**src/rtl/muldiv_pipeline_sequencer.sv**
```systemverilog
// Sequencer for the shared iterative multiplier/divider in EX: issues start/abort
// pulses, counts fixed unit latency and merges the load-use stall into one stall set.
module muldiv_pipeline_sequencer #(
  parameter int MUL_CYCLES = 2,
  parameter int DIV_CYCLES = 32,
  parameter int CNT_W      = 6
) (
  input  logic clk,
  input  logic rst,
  input  logic ex_valid,
  input  logic ex_is_mul,
  input  logic ex_is_div,
  input  logic ex_divisor_zero,
  input  logic ex_flush,
  input  logic load_use_stall,
  output logic mul_start,
  output logic div_start,
  output logic unit_abort,
  output logic stall_front,
  output logic id_ex_bubble,
  output logic ex_mem_bubble,
  output logic result_valid,
  output logic result_sel,
  output logic busy
);

  typedef enum logic [1:0] {IDLE, MUL_RUN, DIV_RUN, DONE} state_t;

  localparam logic [CNT_W-1:0] MUL_LOAD = CNT_W'(MUL_CYCLES - 1);
  localparam logic [CNT_W-1:0] DIV_LOAD = CNT_W'(DIV_CYCLES - 1);

  state_t           state, state_nx;
  logic [CNT_W-1:0] cnt, cnt_nx;
  logic             sel_q, sel_nx;
  logic             md_stall;

  always_ff @(posedge clk or posedge rst) begin
    if (rst) begin
      state <= IDLE;
      cnt   <= '0;
      sel_q <= 1'b0;
    end else begin
      state <= state_nx;
      cnt   <= cnt_nx;
      sel_q <= sel_nx;
    end
  end

  always_comb begin
    state_nx     = state;
    cnt_nx       = cnt;
    sel_nx       = sel_q;
    mul_start    = 1'b0;
    div_start    = 1'b0;
    unit_abort   = 1'b0;
    result_valid = 1'b0;
    md_stall     = 1'b0;
    unique case (state)
      IDLE: begin
        // Issue is gated by rst so no start pulse escapes while reset is held.
        if (!rst && ex_valid && (ex_is_mul || ex_is_div) && !ex_flush) begin
          md_stall = 1'b1;
          if (ex_is_div) begin
            sel_nx = 1'b1;
            if (ex_divisor_zero) begin
              state_nx = DONE;
            end else begin
              div_start = 1'b1;
              cnt_nx    = DIV_LOAD;
              state_nx  = DIV_RUN;
            end
          end else begin
            mul_start = 1'b1;
            sel_nx    = 1'b0;
            cnt_nx    = MUL_LOAD;
            state_nx  = MUL_RUN;
          end
        end
      end
      MUL_RUN, DIV_RUN: begin
        if (ex_flush) begin
          unit_abort = 1'b1;
          state_nx   = IDLE;
        end else begin
          md_stall = 1'b1;
          if (cnt == '0) state_nx = DONE;
          else           cnt_nx   = cnt - 1'b1;
        end
      end
      DONE: begin
        if (ex_flush) unit_abort   = 1'b1;
        else          result_valid = 1'b1;
        state_nx = IDLE;
      end
      default: state_nx = IDLE;
    endcase
  end

  assign stall_front   = md_stall | load_use_stall;
  assign id_ex_bubble  = load_use_stall & ~md_stall;
  assign ex_mem_bubble = md_stall;
  assign result_sel    = sel_q;
  assign busy          = (state != IDLE);

endmodule

```
**config.mk**
```make
export PLATFORM = sky130hd
export DESIGN_NAME = muldiv_pipeline_sequencer
export DESIGN_NICKNAME = d
export VERILOG_FILES = /design/src/rtl/muldiv_pipeline_sequencer.sv
export SDC_FILE = /design/constraint.sdc
export NUM_CORES = 1
export LEC_CHECK = 0
export CAP_MARGIN = 10
export CORE_MARGIN = 4
export CORE_UTILIZATION = 52
export CTS_BUF_LIST = sky130_fd_sc_hd__clkbuf_16
export CTS_CLUSTER_SIZE = 25
export DETAILED_ROUTE_END_ITERATION = 8
export GPL_ROUTABILITY_DRIVEN = 0
export HOLD_SLACK_MARGIN = 0.08
export PLACE_DENSITY = 0.82
export SETUP_SLACK_MARGIN = 0.1
export SLEW_MARGIN = 0
export SYNTH_ARGS = -nofsm -noshare
export SYNTH_HDL_FRONTEND = slang
export SYNTH_SLANG_ARGS = --single-unit
```
**constraint.sdc**
```tcl
create_clock -name clk -period 3.8 [get_ports clk]
set_input_delay 1.14 -clock clk [delete_from_list [all_inputs] [get_ports clk]]
set_output_delay 1.14 -clock clk [all_outputs]
set_load 0.05 [all_outputs]
```
# ---- After elaboration in Yosys (flattened, before gate mapping)
# Index checks and enable logic that the tools add are counted.
dict set report word_totals {
  input_bits 8
  wordCells 56
  out_inout_bits 9
  reg_bits 9
}
dict set report classes {
  add_sub_neg 1
  n_reduce_logical 15
  n_eq_ne 8
  bitwise_logic 3
  muxes 26
}
# op n
set op_table {}
lappend op_table {{$mux W6} 5}
lappend op_table {{$mux W1} 14}
lappend op_table {{$pmux W6 S2} 1}
lappend op_table {{$mux W2} 4}
lappend op_table {{$logic_not A6 Y1} 1}
lappend op_table {{$ne A2 B2 Y1 const B} 3}
lappend op_table {{$ne A3 B3 Y1 const B} 2}
lappend op_table {{$pmux W2 S3} 1}
lappend op_table {{$sub A6 B1 Y6 const B} 1}
lappend op_table {{$reduce_and A5 Y1} 1}
lappend op_table {{$eq A2 B2 Y1 const B} 2}
lappend op_table {{$reduce_and A2 Y1} 2}
lappend op_table {{$reduce_bool A2 Y1} 2}
lappend op_table {{$logic_and A1 B1 Y1} 3}
lappend op_table {{$reduce_or A3 Y1} 1}
lappend op_table {{$eq A2 B1 Y1 const B} 1}
lappend op_table {{$logic_not A1 Y1} 2}
lappend op_table {{$logic_not A2 Y1} 1}
lappend op_table {{$pmux W1 S2} 1}
lappend op_table {{$reduce_or A2 Y1} 1}
lappend op_table {{$and A1 B1 Y1} 1}
lappend op_table {{$logic_or A1 B1 Y1} 1}
lappend op_table {{$not A1 Y1} 1}
lappend op_table {{$or A1 B1 Y1} 1}

# ---- Depth between registers and ports, before layout
# Gate-level depths: netlist of run 1.
dict set report logic_depth {
  ltp_word 8
  depth_mapped 8
  mapped_depth_nobuf 7
}

# ---- Least setup slack after synthesis of run 1
# No wires, ideal clock.
dict set report synth_timing {
  path_type {input-to-output}
  start {in ex_is_div}
  end {out div_start}
  setup_slack_ns -0.406
  path_buffers 1
  t_required_ns 2.660
  arrival_time_ns 3.066
  cell_stages 5
  path_cell_list {buf_6 o21ai_2 or3_4 or2_4 nor3b_1}
}
dict set report synth_via {
  elab_chain_len 5
  elab_cells_between_ends 6
  classes_between {mux (3); reduce/logical (3)}
}
# element line_no
set synth_rtl {}
lappend synth_rtl {{start, declared} 12} ;# input logic ex_is_div,
lappend synth_rtl {{$logic_or A1 B1 Y1} 61} ;# if (!rst && ex_valid && (ex_is_mul || ex_is_div) && !ex_flush) begin
lappend synth_rtl {{$logic_and A1 B1 Y1 (2 in a row)} 61}
lappend synth_rtl {{$mux W1 (*)} 61}
lappend synth_rtl {{$mux W1 (*)} 58} ;# unique case (state)
lappend synth_rtl {{end, declared} 17} ;# output logic div_start,
# Every way passes the cells marked *; elsewhere a longest branch is shown, timed or not.

# ---- Worst setup path in the final report of run 1
dict set report layout_timing {
  start {in ex_is_div}
  end {out stall_front}
}
dict set report layout_via {
  elab_chain_len 6
}
# element line_no
set layout_rtl {}
lappend layout_rtl {{$logic_or A1 B1 Y1} 61}
lappend layout_rtl {{$logic_and A1 B1 Y1 (2 in a row)} 61}
lappend layout_rtl {{$mux W1} 61}
lappend layout_rtl {{$pmux W1 S2} 58}
lappend layout_rtl {{$or A1 B1 Y1} 99} ;# assign stall_front = md_stall | load_use_stall;
lappend layout_rtl {{end, declared} 19} ;# output logic stall_front,
# No other way between the ends.

==> results of run 1 <==
placed cells by master, fill, tap and decap left out, types with 2 or more instances in the layout:
cell type / netlist / layout
a221o_1: 2 / 2
inv_1: 7 / 8
nor3_1: 3 / 3
nor2_1: 8 / 8
or2_4: 1 / 2
o21ai_0: 3 / 3
buf_12: 0 / 6
dfrtp_1: 9 / 9
nor3b_2: 1 / 2
clkdlybuf4s50_1: 0 / 4
mux2i_1: 2 / 2
dlygate4sd2_1: 0 / 5
clkbuf_16: 0 / 3
o31ai_1: 3 / 3
nand2b_1: 3 / 3
ha_1: 5 / 5
nand3b_1: 2 / 2
buf_4: 0 / 9
or3_4: 2 / 2
o22ai_1: 2 / 2
nor2b_1: 3 / 2
area by class of cell:
type | count | area [sq um]
Inverter | 7 | 26.3
Multi-Input combinational cell | 59 | 470
Clock buffer | 3 | 75.1
Sequential cell | 9 | 225
Timing Repair Buffer | 24 | 272
Clock inverter | 1 | 3.75
Fill cell | 83 | 226
Tap cell | 15 | 18.8
what timing repair did:
| action | CTS | global route |
|---|---|---|
| setup endpoints to repair | 5 | 2 |
| hold buffers | 0 | 0 |
| gates resized for setup | 5 | 0 |
| pin swaps | 4 | 3 |
| buffers inserted | 1 | 0 |
cell families after synthesis:
logic type      count (synthesis)
flops                           9
mux                             3
fa+ha+maj                       5
buf+inv                        11
simple gates                   33
compound gates                 18
cells in the mapped netlist, types with 3 or more instances:
| master | instances |
|---|---|
| dfrtp_1 | 9 |
| ha_1 | 5 |
| inv_1 | 7 |
| nand2b_1 | 3 |
| nor2_1 | 8 |
| nor2b_1 | 3 |
| nor3_1 | 3 |
| o21ai_0 | 3 |
| o31ai_1 | 3 |
state kept, by name, summed over array words and instances (netlist names):
signal	cells
cnt	6
state	2
result_sel	1
routing by layer:
metal / wire length (microns) / part of all wire / GRT usage
met3: 98 / 0.047 / 0.0593
met2: 1090 / 0.52 / 0.396
met5: 0 / 0 / 0
met1: 890 / 0.42 / 0.297
met4: 21 / 0.010 / 0.0682
stage by stage:
step | TNS [ns] | utilization | setup WS, ns | hold WS, ns
after global routing | 0 | 0.828 | 0.120 | 0.529
after global placement | -0.156 | 0.767 | -0.0515 | 0.496
after CTS | 0 | 0.828 | 0.115 | 0.510
final | 0 | 0.828 | 0.165 | 0.505
after floorplan | 0 | - | 0.0887 | 0.477
after detailed placement | -0.236 | 0.767 | -0.0771 | 0.502
worst paths after layout:
path                       slack, ns  depth (start not counted)        from     endpoint
min in group asynchronous       1.16                          3         rst   result_sel
hold reg to reg                 0.51                          1  result_sel   result_sel
setup / recovery                0.16                          7   ex_is_div  stall_front
max in group asynchronous       2.36                          3         rst       cnt[1]
hold / removal                  0.51                          1  result_sel   result_sel
setup reg to reg                1.71                          6    state[0]       cnt[3]
power by group:
part / total (mW) / switching [mW] / leakage, nW / internal, mW
Sequential: 0.182 / 0.0446 / 0.106 / 0.138
Clock: 0.185 / 0.0476 / 0.0423 / 0.138
Combinational: 0.572 / 0.336 / 0.344 / 0.235
Total: 0.939 / 0.429 / 0.493 / 0.511
worst max-delay path, delay by kind of cell:
| kind | cells | cell delay [ns] |
|---|---|---|
| AO/OA/AOI/OAI | 2 | 0.24 |
| buffers and inverters | 2 | 0.35 |
| AND/OR/NAND/NOR | 3 | 0.75 |
==> impl_metrics.csv, run 1 <==
group,metric,value,unit
clock_network,clk_latency,0.24,ns
critical_path,cp_slowest_stage_delay,0.33,ns
clock_network,cts.sinks,9,
hold_path,hold_path_class,"flop to flop",
global_routing,gr-total-overflow,0,
synth,seq_area_frac_synth,0.303,
synth,synth_xor_xnor_area_share,0,
synth,synth_nets,92,
placement,place_inst,113,
timing,hold_viol,0,
cells_and_area,stdcell_count,118,
global_routing,antenna_found_initial,0,
cells_and_area,antennaDiodeCount,0,
cells_and_area,drive_gt1_frac,0.301,
global_routing,grt_pass1_vias,705,
clock_network,cts-htree-levels,1,
critical_path,required,2.66,ns
timing,finClkSkew,0.00579,ns
run,maxCapViolations,0,
synth,netlist.area_leader.share,0.303,
pwr,power,939,uW
pwr,power.leakage,0.493,nW
synth,synth_top_family_by_area,"simple AND/OR/NAND/NOR gates",
clock_network,tritoncts,"done",
critical_path,cp_common_cell,"or2_4",
cells_and_area,stdcell_area,0.00109,sq mm
synth,syn_area,744,sq um
timing,tightest_slew,0.497,ns
routing,drc_errors,0,
floorplan,dieArea,0.00210,sq mm
floorplan,io_pins,17,
synth,synth_adder_area_share,0.0840,
synth,muxShareOfSynthArea,0.0471,
clock_network,clk_pin_slew,0.04,ns
global_routing,grt_pass1_wl,3.42,mm
placement,place_area,0.00101,sq mm
floorplan,die_w,45.8,microns
run_status,status,"complete, no violations",
clock_network,clockBufferDepth,2,
critical_path,cp-start-kind,"input port",
cells_and_area,area_delta_synth_final,46.6,%
floorplan,die_y,45.8,microns
critical_path,critical_path_peak_fanout,4,
routing,wl_per_cell,17.8,microns
synth,yosys.area_share.simple,0.296,
timing,rsz0062_at_grt,"false",
routing,via_count,695,
critical_path,worstPathCellList,"dlygate4sd2_1, o21ai_2, or3_4, or2_4, a21oi_4, or2_4, buf_12",
synth,synthFlopType,"dfrtp_1",
placement,place_hpwl,1.44,mm
placement,io_buffers,16,
clock_network,cts_buffers,3,
synth,yosys_warnings,0,
global_routing,grt_max_degree,13,
synth,synthTopCellsByArea,"dfrtp_1 (30%), ha_1 (8.4%), nor2_1 (4.0%), inv_1 (3.5%), buf_6 (3.0%)",
global_routing,grt_usage,0.236,
synth,synth_compound_area_frac,0.192,
cells_and_area,final_net_count,117,
critical_path,cp_slowest_cell,"or3_4",
synth,synth_top_area_cell,"dfrtp_1",
timing,maxSlewHeadroom,0.667,
timing,finalSetupViolations,0,
synth,synth-edff-count,0,
synth,synth_area_per_cell,9.42,sq um
routing,drt_iter0_drc,27,
routing,dr.pass1.iters,4,
synth,ys_ff_latch,9,
clock_network,cts-root-buf,"clkbuf_16",
pwr,powerDensity,861,mW/mm^2
critical_path,cp-end-kind,"output pin",
routing,vias_per_cell,5.89,
timing,slew_violations,0,
synth,async_flop_share,1.00,
pwr,vdd.ir_drop.worst,0.000600,V
timing,min_period,3.64,ns
timing,fmax,275,MHz
timing,fin_crit_sh,0.957,
critical_path,worstSetupPathType,"input port to output pin",
floorplan,core_region_area,0.00132,sq mm
synth,netlist_instances,79,
synth,yosysUniqueCellTypes,36,
critical_path,cp_data_arrival_time,2.50,ns
floorplan,start_util,0.565,
routing,wirelength,2.10,mm
floorplan,placementRows,13,
routing,postRouteAntennaNets,0,
No activity file was read; power rests on OpenSTA's default activity.
==> run 2, diff against run 1 <==
Settings changed: CORE_MARGIN 4 to not set, SLEW_MARGIN 0 to not set.
==> run 2 against run 1 <==
Clock-buffer cell count unchanged. Sequential power up 3%. Via count rose by 2.7%. Non-clock buffer count is the same. Maximum frequency decreased by 0.47%. Setup slack worse by 0.017 ns. Core utilization down 0.28 points. Largest cell class unchanged.
==> impl_metrics.csv, run 2 (synthesized netlist as in run 1, its figures left out) <==
group,metric,value,unit
pwr,pwr-share-comb,0.609,
pwr,p_seq_frac,0.198,
pwr,powerDensity,870,mW/mm^2
critical_path,crit_family,"simple AND/OR/NAND/NOR gates",
cells_and_area,regMostFlops,"cnt",
floorplan,placementRows,13,
cells_and_area,area_delta_synth_final,46.1,%
floorplan,die_w,39.8,microns
cells_and_area,seqCellArea,225,sq um
timing,slew_violations,0,
global_routing,grt_pass1_wl,2.85,mm
critical_path,worstSetupPathType,"input port to output pin",
critical_path,cp-start-kind,"input port",
floorplan,start_util,0.565,
cells_and_area,largest_reg_flops,6,
clock_network,cts-htree-levels,1,
pwr,power.leakage,0.492,nW
placement,place_hpwl,1.37,mm
routing,drc_errors,0,
global_routing,grt_usage,0.287,
critical_path,crit_buf_inv,2,
routing,drt_iter0_drc,34,
timing,min_period,3.65,ns
timing,finClkSkew,0.00438,ns
run_status,status,"complete, no violations",
global_routing,antenna_found_initial,0,
cells_and_area,final_net_count,117,
critical_path,cp_slowest_stage_delay,0.39,ns
cells_and_area,stdcell_count,118,
global_routing,grt_pass1_vias,636,
timing,finalSetupTns,0,ns
clock_network,clk_latency,0.24,ns
timing,fmax,274,MHz
global_routing,gr-total-overflow,0,
pwr,switching_share,0.461,
cells_and_area,antennaDiodeCount,0,
pwr,p_int,510,uW
critical_path,cp-end-kind,"output pin",
critical_path,cp_slowest_cell,"or3_4",
placement,io_buffers,16,
cells_and_area,final_cell_mix,"dfrtp_1 (9), buf_4 (9), nor2_1 (8), inv_1 (8), buf_12 (6)",
floorplan,io_pins,17,
floorplan,die_y,39.8,microns
clock_network,cts.sinks,9,
placement,place_inst,113,
routing,wl_per_cell,17.4,microns
critical_path,required,2.66,ns
timing,hold_viol,0,
clock_network,cts_buffers,3,
pwr,vdd.ir_drop.worst,0.000624,V
cells_and_area,drive_gt1_frac,0.311,
timing,finalSetupViolations,0,
floorplan,core_region_area,0.00132,sq mm
critical_path,critical_path_peak_fanout,4,
clock_network,clk_pin_slew,0.04,ns
pwr,p_clk_frac,0.193,
run,maxCapViolations,0,
clock_network,tritoncts,"done",
hold_path,hold_path_class,"flop to flop",
timing,fin_crit_sh,0.961,
routing,wirelength,2.05,mm
critical_path,cp_common_cell,"or2_4",
timing,rsz0062_at_grt,"false",
routing,dr.pass1.iters,4,
pwr,power,946,uW
floorplan,dieArea,0.00159,sq mm
pwr,switchingPower,436,uW
timing,maxSlewHeadroom,0.640,
global_routing,grt_max_degree,13,
critical_path,worstPathCellList,"dlygate4sd2_1, or3_4, or2_4, a21oi_4, or2_4, buf_12",
clock_network,clockBufferDepth,2,
critical_path,cp_data_arrival_time,2.51,ns
routing,postRouteAntennaNets,0,
timing,tightest_slew,0.538,ns
cells_and_area,fillers,73,
cells_and_area,multiInputGateArea,470,sq um
routing,via_count,714,
routing,vias_per_cell,6.05,
clock_network,cts-root-buf,"clkbuf_16",
-- run 2: cell types whose count changed in the layout (fill, tap and decap cells not counted), sizes merged --
cell	change
clkbuf	+1
dlygate4sd2	-1
-- run 2: repair_timing --
item                       in CTS  in global routing
hold buffers                    0                  0
resized for setup               6                  1
setup endpoints to repair       5                  2
pin swaps                       3                  1
setup buffers                   1                  0
-- run 2: final cells by class --
type | count | area share
Timing Repair Buffer | 24 | 0.246
Inverter | 7 | 0.0242
Multi-Input combinational cell | 59 | 0.433
Clock inverter | 1 | 0.00345
Sequential cell | 9 | 0.207
Tap cell | 15 | 0.0173
Clock buffer | 3 | 0.0690
-- run 2: routing by layer --
metal / GRT usage / vias up / share of wire
li1: - / 332 / -
met5: 0 / - / 0
met2: 0.508 / 41 / 0.52
met3: 0.114 / 2 / 0.083
met4: 0.0345 / 0 / 0.0020
met1: 0.325 / 339 / 0.40
-- run 2: worst paths after layout --
| kind | slack [ns] | startpoint | depth (start not counted) | endpoint |
|---|---|---|---|---|
| worst max-delay path | 0.15 | ex_flush | 6 | stall_front |
| worst min-delay path | 0.52 | result_sel | 1 | result_sel |
| max in group asynchronous | 2.37 | rst | 3 | state[1] |
| worst max register to register | 1.73 | state[0] | 6 | cnt[3] |
| worst min register to register | 0.52 | result_sel | 1 | result_sel |
| min in group asynchronous | 1.16 | rst | 3 | cnt[5] |
-- run 2: power by group through the flow --
stage          logic, mW  registers [mW]  clock network [mW]
2_1_floorplan      0.378           0.192                   0
3_3_place_gp       0.543           0.179                   0
3_5_place_dp       0.564           0.184                   0
4_1_cts            0.569           0.186               0.183
5_1_grt            0.610           0.193               0.189
6_report           0.576           0.187               0.183
-- run 2: through the flow --
| stage | util | hold slack [ns] | worst slack [ns] | instance area (sq um) |
|---|---|---|---|---|
| final | 0.825 | 0.518 | 0.148 | 1090 |
| after global routing | 0.825 | 0.534 | 0.104 | 1090 |
| after CTS | 0.829 | 0.523 | 0.111 | 1090 |
| after detailed placement | 0.767 | 0.501 | -0.0926 | 1010 |
| after global placement | 0.767 | 0.496 | -0.0515 | 1010 |
| after floorplan | - | 0.477 | 0.0887 | 754 |
-- run 2: worst reg2reg max path: cells and delay by family, from the launching register on --
family,cells,cell delay [ns]
fa+ha+maj,1,0.47
flops,1,0.40
compound gates,3,0.96
buf+inv,1,0.06
mux,1,0.12
